### src/rtl/ir_action_ctrl.sv
`default_nettype none
// ============================================================================
// Module   : ir_action_ctrl
// Purpose  : Maps validated IR key frames to a latched drive action, a control
//            mode, a display page select and a saturating speed level. A
//            watchdog forces a stop when key frames stop arriving while the
//            car is moving.
// Ports    : clk_in       - single rising-edge clock
//            rst          - synchronous active-high reset
//            frame_valid  - one-cycle strobe qualifying frame_data
//            frame_data   - decoded IR key code (DATA_W bits)
//            action       - drive command (2 fwd, 4 left, 5 right, A back, F stop)
//            action_stb   - one-cycle pulse whenever action changes value
//            car_mode     - 0 manual, 1/2 autonomous, 3 idle
//            seg_sel      - display page select
//            speed_level  - current speed step (saturating)
//            timeout      - sticky watchdog-stop flag
// Revision : 1.0 - initial release
// ============================================================================
module ir_action_ctrl #(
    parameter int DATA_W       = 8,
    parameter int SPEED_LEVELS = 4,
    parameter int SPEED_INIT   = 1,
    parameter int TIMEOUT_CYC  = 1_000_000
) (
    input  logic                            clk_in,
    input  logic                            rst,
    input  logic                            frame_valid,
    input  logic [DATA_W-1:0]               frame_data,
    output logic [3:0]                      action,
    output logic                            action_stb,
    output logic [1:0]                      car_mode,
    output logic [2:0]                      seg_sel,
    output logic [$clog2(SPEED_LEVELS)-1:0] speed_level,
    output logic                            timeout
);

    localparam int SPD_W = $clog2(SPEED_LEVELS);
    localparam int CNT_W = $clog2(TIMEOUT_CYC);

    localparam logic [SPD_W-1:0] c_SPD_MAX  = SPD_W'(SPEED_LEVELS - 1);
    localparam logic [SPD_W-1:0] c_SPD_INIT = SPD_W'(SPEED_INIT);
    localparam logic [CNT_W-1:0] c_WD_LAST  = CNT_W'(TIMEOUT_CYC - 1);

    localparam logic [3:0] c_ACT_FWD   = 4'h2;
    localparam logic [3:0] c_ACT_LEFT  = 4'h4;
    localparam logic [3:0] c_ACT_RIGHT = 4'h5;
    localparam logic [3:0] c_ACT_BACK  = 4'hA;
    localparam logic [3:0] c_ACT_STOP  = 4'hF;

    localparam logic [DATA_W-1:0] c_KEY_MODE0  = DATA_W'(8'h45);
    localparam logic [DATA_W-1:0] c_KEY_MODE1  = DATA_W'(8'h46);
    localparam logic [DATA_W-1:0] c_KEY_MODE2  = DATA_W'(8'h47);
    localparam logic [DATA_W-1:0] c_KEY_MANSEG = DATA_W'(8'h16);
    localparam logic [DATA_W-1:0] c_KEY_SEG3   = DATA_W'(8'h44);
    localparam logic [DATA_W-1:0] c_KEY_SEG2   = DATA_W'(8'h40);
    localparam logic [DATA_W-1:0] c_KEY_SEG1   = DATA_W'(8'h43);
    localparam logic [DATA_W-1:0] c_KEY_FWD    = DATA_W'(8'h18);
    localparam logic [DATA_W-1:0] c_KEY_LEFT   = DATA_W'(8'h08);
    localparam logic [DATA_W-1:0] c_KEY_RIGHT  = DATA_W'(8'h5A);
    localparam logic [DATA_W-1:0] c_KEY_BACK   = DATA_W'(8'h52);
    localparam logic [DATA_W-1:0] c_KEY_STOP   = DATA_W'(8'h1C);
    localparam logic [DATA_W-1:0] c_KEY_SPDUP  = DATA_W'(8'h0D);
    localparam logic [DATA_W-1:0] c_KEY_SPDDN  = DATA_W'(8'h19);

    typedef enum logic [1:0] {
        S_STOP    = 2'd0,
        S_RUN     = 2'd1,
        S_HALT_TO = 2'd2
    } state_t;

    state_t           r_state;
    logic [3:0]       r_action;
    logic             r_action_stb;
    logic [1:0]       r_car_mode;
    logic [2:0]       r_seg_sel;
    logic [SPD_W-1:0] r_speed;
    logic             r_timeout;
    logic [CNT_W-1:0] r_wd_cnt;

    logic [3:0]       w_move_act;

    // Drive code for the movement keys; only meaningful when the key is one.
    always_comb begin
        w_move_act = c_ACT_STOP;
        case (frame_data)
            c_KEY_FWD:   w_move_act = c_ACT_FWD;
            c_KEY_LEFT:  w_move_act = c_ACT_LEFT;
            c_KEY_RIGHT: w_move_act = c_ACT_RIGHT;
            c_KEY_BACK:  w_move_act = c_ACT_BACK;
            default:     w_move_act = c_ACT_STOP;
        endcase
    end

    always_ff @(posedge clk_in) begin
        if (rst) begin
            r_state      <= S_STOP;
            r_action     <= c_ACT_STOP;
            r_action_stb <= 1'b0;
            r_car_mode   <= 2'b11;
            r_seg_sel    <= 3'b000;
            r_speed      <= c_SPD_INIT;
            r_timeout    <= 1'b0;
            r_wd_cnt     <= '0;
        end else begin
            r_action_stb <= 1'b0;
            if (frame_valid) begin
                // Any frame refreshes the watchdog and clears the sticky flag.
                r_timeout <= 1'b0;
                r_wd_cnt  <= '0;
                // Leaving HALT_TO: a non-movement frame lands in STOP; an
                // accepted movement key below overrides this with RUN.
                if (r_state == S_HALT_TO) begin
                    r_state <= S_STOP;
                end
                case (frame_data)
                    c_KEY_MODE0: r_car_mode <= 2'd0;
                    c_KEY_MODE1, c_KEY_MODE2: begin
                        r_car_mode   <= (frame_data == c_KEY_MODE1) ? 2'd1 : 2'd2;
                        r_state      <= S_STOP;
                        r_action     <= c_ACT_STOP;
                        r_action_stb <= (r_action != c_ACT_STOP);
                    end
                    c_KEY_MANSEG: begin
                        r_car_mode <= 2'd0;
                        r_seg_sel  <= 3'b010;
                    end
                    c_KEY_SEG3: r_seg_sel <= 3'b011;
                    c_KEY_SEG2: r_seg_sel <= 3'b010;
                    c_KEY_SEG1: r_seg_sel <= 3'b001;
                    c_KEY_FWD, c_KEY_LEFT, c_KEY_RIGHT, c_KEY_BACK: begin
                        if (r_car_mode == 2'd0) begin
                            r_state      <= S_RUN;
                            r_action     <= w_move_act;
                            r_action_stb <= (r_action != w_move_act);
                        end
                    end
                    c_KEY_STOP: begin
                        r_state      <= S_STOP;
                        r_action     <= c_ACT_STOP;
                        r_action_stb <= (r_action != c_ACT_STOP);
                    end
                    c_KEY_SPDUP: begin
                        if (r_speed != c_SPD_MAX) begin
                            r_speed <= r_speed + 1'b1;
                        end
                    end
                    c_KEY_SPDDN: begin
                        if (r_speed != '0) begin
                            r_speed <= r_speed - 1'b1;
                        end
                    end
                    default: ;
                endcase
            end else if (r_state == S_RUN) begin
                // The compare stops the counter before it could ever wrap.
                if (r_wd_cnt == c_WD_LAST) begin
                    r_state      <= S_HALT_TO;
                    r_timeout    <= 1'b1;
                    r_action     <= c_ACT_STOP;
                    r_action_stb <= (r_action != c_ACT_STOP);
                    r_wd_cnt     <= '0;
                end else begin
                    r_wd_cnt <= r_wd_cnt + 1'b1;
                end
            end else begin
                r_wd_cnt <= '0;
            end
        end
    end

    assign action      = r_action;
    assign action_stb  = r_action_stb;
    assign car_mode    = r_car_mode;
    assign seg_sel     = r_seg_sel;
    assign speed_level = r_speed;
    assign timeout     = r_timeout;

endmodule
`default_nettype wire

### config.mk
export PLATFORM = sky130hd
export DESIGN_NAME = ir_action_ctrl
export DESIGN_NICKNAME = d
export VERILOG_FILES = /design/src/rtl/ir_action_ctrl.sv
export SDC_FILE = /design/constraint.sdc
export NUM_CORES = 1
export LEC_CHECK = 0
export BUFFER_PORTS_ARGS = -buffer_cell sky130_fd_sc_hd__buf_2
export CAP_MARGIN = 20
export CORE_MARGIN = 2
export CORE_UTILIZATION = 40
export CTS_CLUSTER_DIAMETER = 200
export DETAILED_ROUTE_END_ITERATION = 8
export HOLD_SLACK_MARGIN = 0.02
export REMOVE_ABC_BUFFERS = 1
export SLEW_MARGIN = 0
export SYNTH_ARGS = -nofsm -noshare
export SYNTH_HDL_FRONTEND = slang
export SYNTH_SLANG_ARGS = --single-unit
### constraint.sdc
create_clock -name clk_in -period 1.8 [get_ports clk_in]
set_input_delay 0.36 -clock clk_in [delete_from_list [all_inputs] [get_ports clk_in]]
set_output_delay 0.36 -clock clk_in [all_outputs]
set_load 0.03 [all_outputs]
==> metrics.md <==
| Metric | Value |
|---|---|
| Minimum clock period | `1.64 ns` |
| RSZ-0062 raised after global routing | `false` |
| DIE HEIGHT | `70.0 um` |
| GRT busiest layer | `met2` |
| Total power | `0.00157 W` |
| Fin nets | `268` |
| Synth Area in Adders | `0.00718` |
| Commonest cells post-synth | `dfxtp_1 (34), nor2_1 (34), nand2_1 (19)` |
| Root Buffer | `clkbuf_8` |
| Dpl hpwl | `2830 um` |
| Synthesized instance count | `211` |
| Core ar. | `0.00426 mm^2` |
| Logic gate share of total power | `0.066` |
| Rows | `24` |
| Initial antenna violation count | `0` |
| DR vias/cell | `5.24` |
| Psw | `0.000332 W` |
| Final Wtd Congestion | `0.830` |
| Hold depth | `3` |
| Layout area overhead | `26.6%` |
| Clk pin slew, worst setup/hold paths | `0.07 ns` |
| Detailed Route Iter0 Violations | `62` |
| Reg2reg start | `r_wd_cnt[17]` |
| I/O pin count | `24` |
| DR vias | `1614` |
| Maxcap violations | `0` |
| Xor-xnor portion of the synthesized cell area | `0.101` |
| Clock share of power | `0.454` |
| Worst Skew | `0.00495 ns` |
| Final ANT Viol Nets | `0` |
| Router iterations before antenna repair | `4` |
| FF-to-FF End | `action[0]` |
| Pleak | `0.859 nW` |
| R2R depth | `6` |
| Net Sw Frac | `0.211` |
| Clock buffer depth | `2` |
| Port bufs | `22` |
| Filler cells | `431` |
| Fin cells | `308` |
| Crit. End Element | `register` |
| Grt total ovfl | `0` |
| Vias in the first global route | `1587` |
| Critical Path Start Type | `input pin` |
| Total wire length | `3840 um` |
| Synth warn | `0` |
| Status | `finished, final reports clean` |
| Pint | `0.00124 W` |
| Asr flop ratio synth | `0` |
| # placed instances | `300` |
| Main combinational cell family by area after synthesis | `simple AND/OR/NAND/NOR gates` |
| N_diodes | `0` |
| Req. time, crit path | `1.97 ns` |
| Initial cell density of the core | `0.409` |
| Synth Area in Compound Gates | `0.144` |
| Final setup violation count | `0` |
| Die W | `70.0 um` |
| Synth Cell Area | `0.00174 mm^2` |
| Area leader, netlist | `dfxtp_1` |
| Clock latency at the later pin of the worst-skew pair | `0.29 ns` |
| Global-route wire length before repair | `6790 um` |
| Post-synthesis sequential element count | `34` |
| Area contributors post-synth | `dfxtp_1 (39%), xor2_1 (7.5%), nor2_1 (7.3%)` |
| H-tree depth | `2` |
| Fmax | `0.608 GHz` |
| GRT met3 Usage | `0.0476` |
| Main synth FF type | `dfxtp_1` |
| Sequential-to-total area share from yosys stat | `0.391` |
| Synth Area in Simple Gates | `0.304` |
| Cts bufs inserted | `5` |
| Maximum VDD drop | `306 uV` |
| Max FO, Critical Path | `8` |
| Beginning of the worst hold path | `rst` |
| Global routing usage on met2 | `0.276` |
| Hold Path Class | `in -> reg` |
| Critical path type | `in -> reg` |
| Clock sink total | `34` |
| Synth cell types | `47` |
| Tcrit/Tclk final | `0.913` |
| Max Slew Vio Count | `0` |
| Final hold violations | `0` |
| CTS tree | `done` |
| Hold slack | `0.427 ns` |
| WHS Endpoint | `r_wd_cnt[1]` |
| Reg2reg setup slack | `0.16 ns` |
| Power Density | `712 mW/mm^2` |
| All-Layer GR Usage | `0.172` |
| Largest net degree at the start of global routing | `20` |
| Mapped Avg Cell Area | `8.26 um^2` |
| Synth top area share | `0.391` |
| Die Footprint | `0.00490 mm^2` |
| Util after Layout | `0.518` |
| Register share of total power | `0.480` |
| Worst EP arrival | `1.82 ns` |
| Layout cells sized above 1 | `0.246` |
| DRC violations left | `0` |
| Number of flops mapped to enable cells by yosys | `0` |
| Drt wl/cell | `12.5 um` |
| Met1 GRT Util | `0.213` |
| Multiplexer share of the synthesized area | `0.0208` |
==> placed cells by master, fill, tap and decap left out, types with 4 or more instances in the layout <==
cell type  Yosys  final
buf_2          2     22
and3_1         5      5
nand4_1        4      4
xor2_1        15     15
nand2_1       19     19
a21oi_1        9      9
nor2_1        34     34
inv_1          5      5
buf_4          1     23
o21ai_0        5      5
clkbuf_8       0      6
nand3_1       15     15
xnor2_1        5      5
nor3_1         8      8
dfxtp_1       34     34
==> state kept, by name (all words and copies together), names as in the netlist <==
| name | cells |
|---|---|
| action_stb | 1 |
| car_mode | 2 |
| action | 4 |
| speed_level | 2 |
| r_wd_cnt | 20 |
| seg_sel | 2 |
| r_state | 2 |
| timeout | 1 |
==> how the worst max path moves through the flow <==
| stage | start | end | depth (start not counted) |
|---|---|---|---|
| finish | frame_data[1] | action[2] | 8 |
| global route | r_wd_cnt[17] | action[0] | 6 |
| CTS | r_wd_cnt[17] | action[0] | 6 |
| detailed placement | frame_data[5] | action[0] | 7 |
| global placement | frame_data[5] | action[0] | 7 |
| floorplan | frame_data[5] | action[0] | 6 |
==> critical path, stage by stage <==
cell and delay (ns):
buf_2 0.14, and3_1 0.23, o2111a_1 0.28, a211oi_1 0.33, nor2_2 0.09, buf_4 0.15
o22ai_1 0.16, nand2_1 0.07
==> layer usage <==
| metal | wire, um | vias up |
|---|---|---|
| met5 | 0 | - |
| met4 | 87 | 0 |
| li1 | - | 830 |
| met1 | 1840 | 750 |
| met2 | 1800 | 25 |
| met3 | 114 | 9 |
==> repair_timing <==
item	in CTS	in global routing
endpoints found under the setup margin	0	8
setup buffers	0	1
hold buffers	0	0
gates resized for setup	0	3
==> power groups by stage <==
stage               Combinational (W)  Sequential [W]  Clock (W)
floorplan                   0.0000365        0.000772          0
global placement             0.000101        0.000771          0
CTS                          0.000101        0.000753   0.000731
global route                 0.000115        0.000753   0.000766
detailed placement           0.000101        0.000771          0
finish                       0.000104        0.000753   0.000713
==> logic make-up (layout without fill, tap and decap cells) <==
logic type | count (synthesis) | count (layout)
AND/OR/NAND/NOR | 103 | 103
adder cells (fa/ha/maj) | 1 | 1
other | 1 | 1
flip-flops | 34 | 34
buffers and inverters | 13 | 58
AO/OA/AOI/OAI | 36 | 36
XOR/XNOR | 20 | 20
multiplexers | 3 | 3
==> stage by stage <==
step | area (um^2) | setup TNS [ns] | worst slack [ns]
2_1_floorplan | 1710 | 0 | 0.0618
3_3_place_gp | 2070 | -0.350 | -0.118
3_5_place_dp | 2070 | -0.404 | -0.149
4_1_cts | 2180 | 0 | 0.0216
5_1_grt | 2210 | 0 | 0.00721
6_report | 2210 | 0 | 0.156
==> final cells by class <==
| type | instances | area, um^2 | share of cell area |
|---|---|---|---|
| flip-flops and latches | 34 | 681 | 0.308 |
| clock buffers | 6 | 82.6 | 0.0374 |
| inverters | 5 | 18.8 | 0.00850 |
| well taps | 52 | 65.1 | 0.0295 |
| multi-input cells | 164 | 1030 | 0.465 |
| clock inverters | 1 | 30.0 | 0.0136 |
| repair buffers | 46 | 303 | 0.137 |
(Power assumes the default switching activity.)
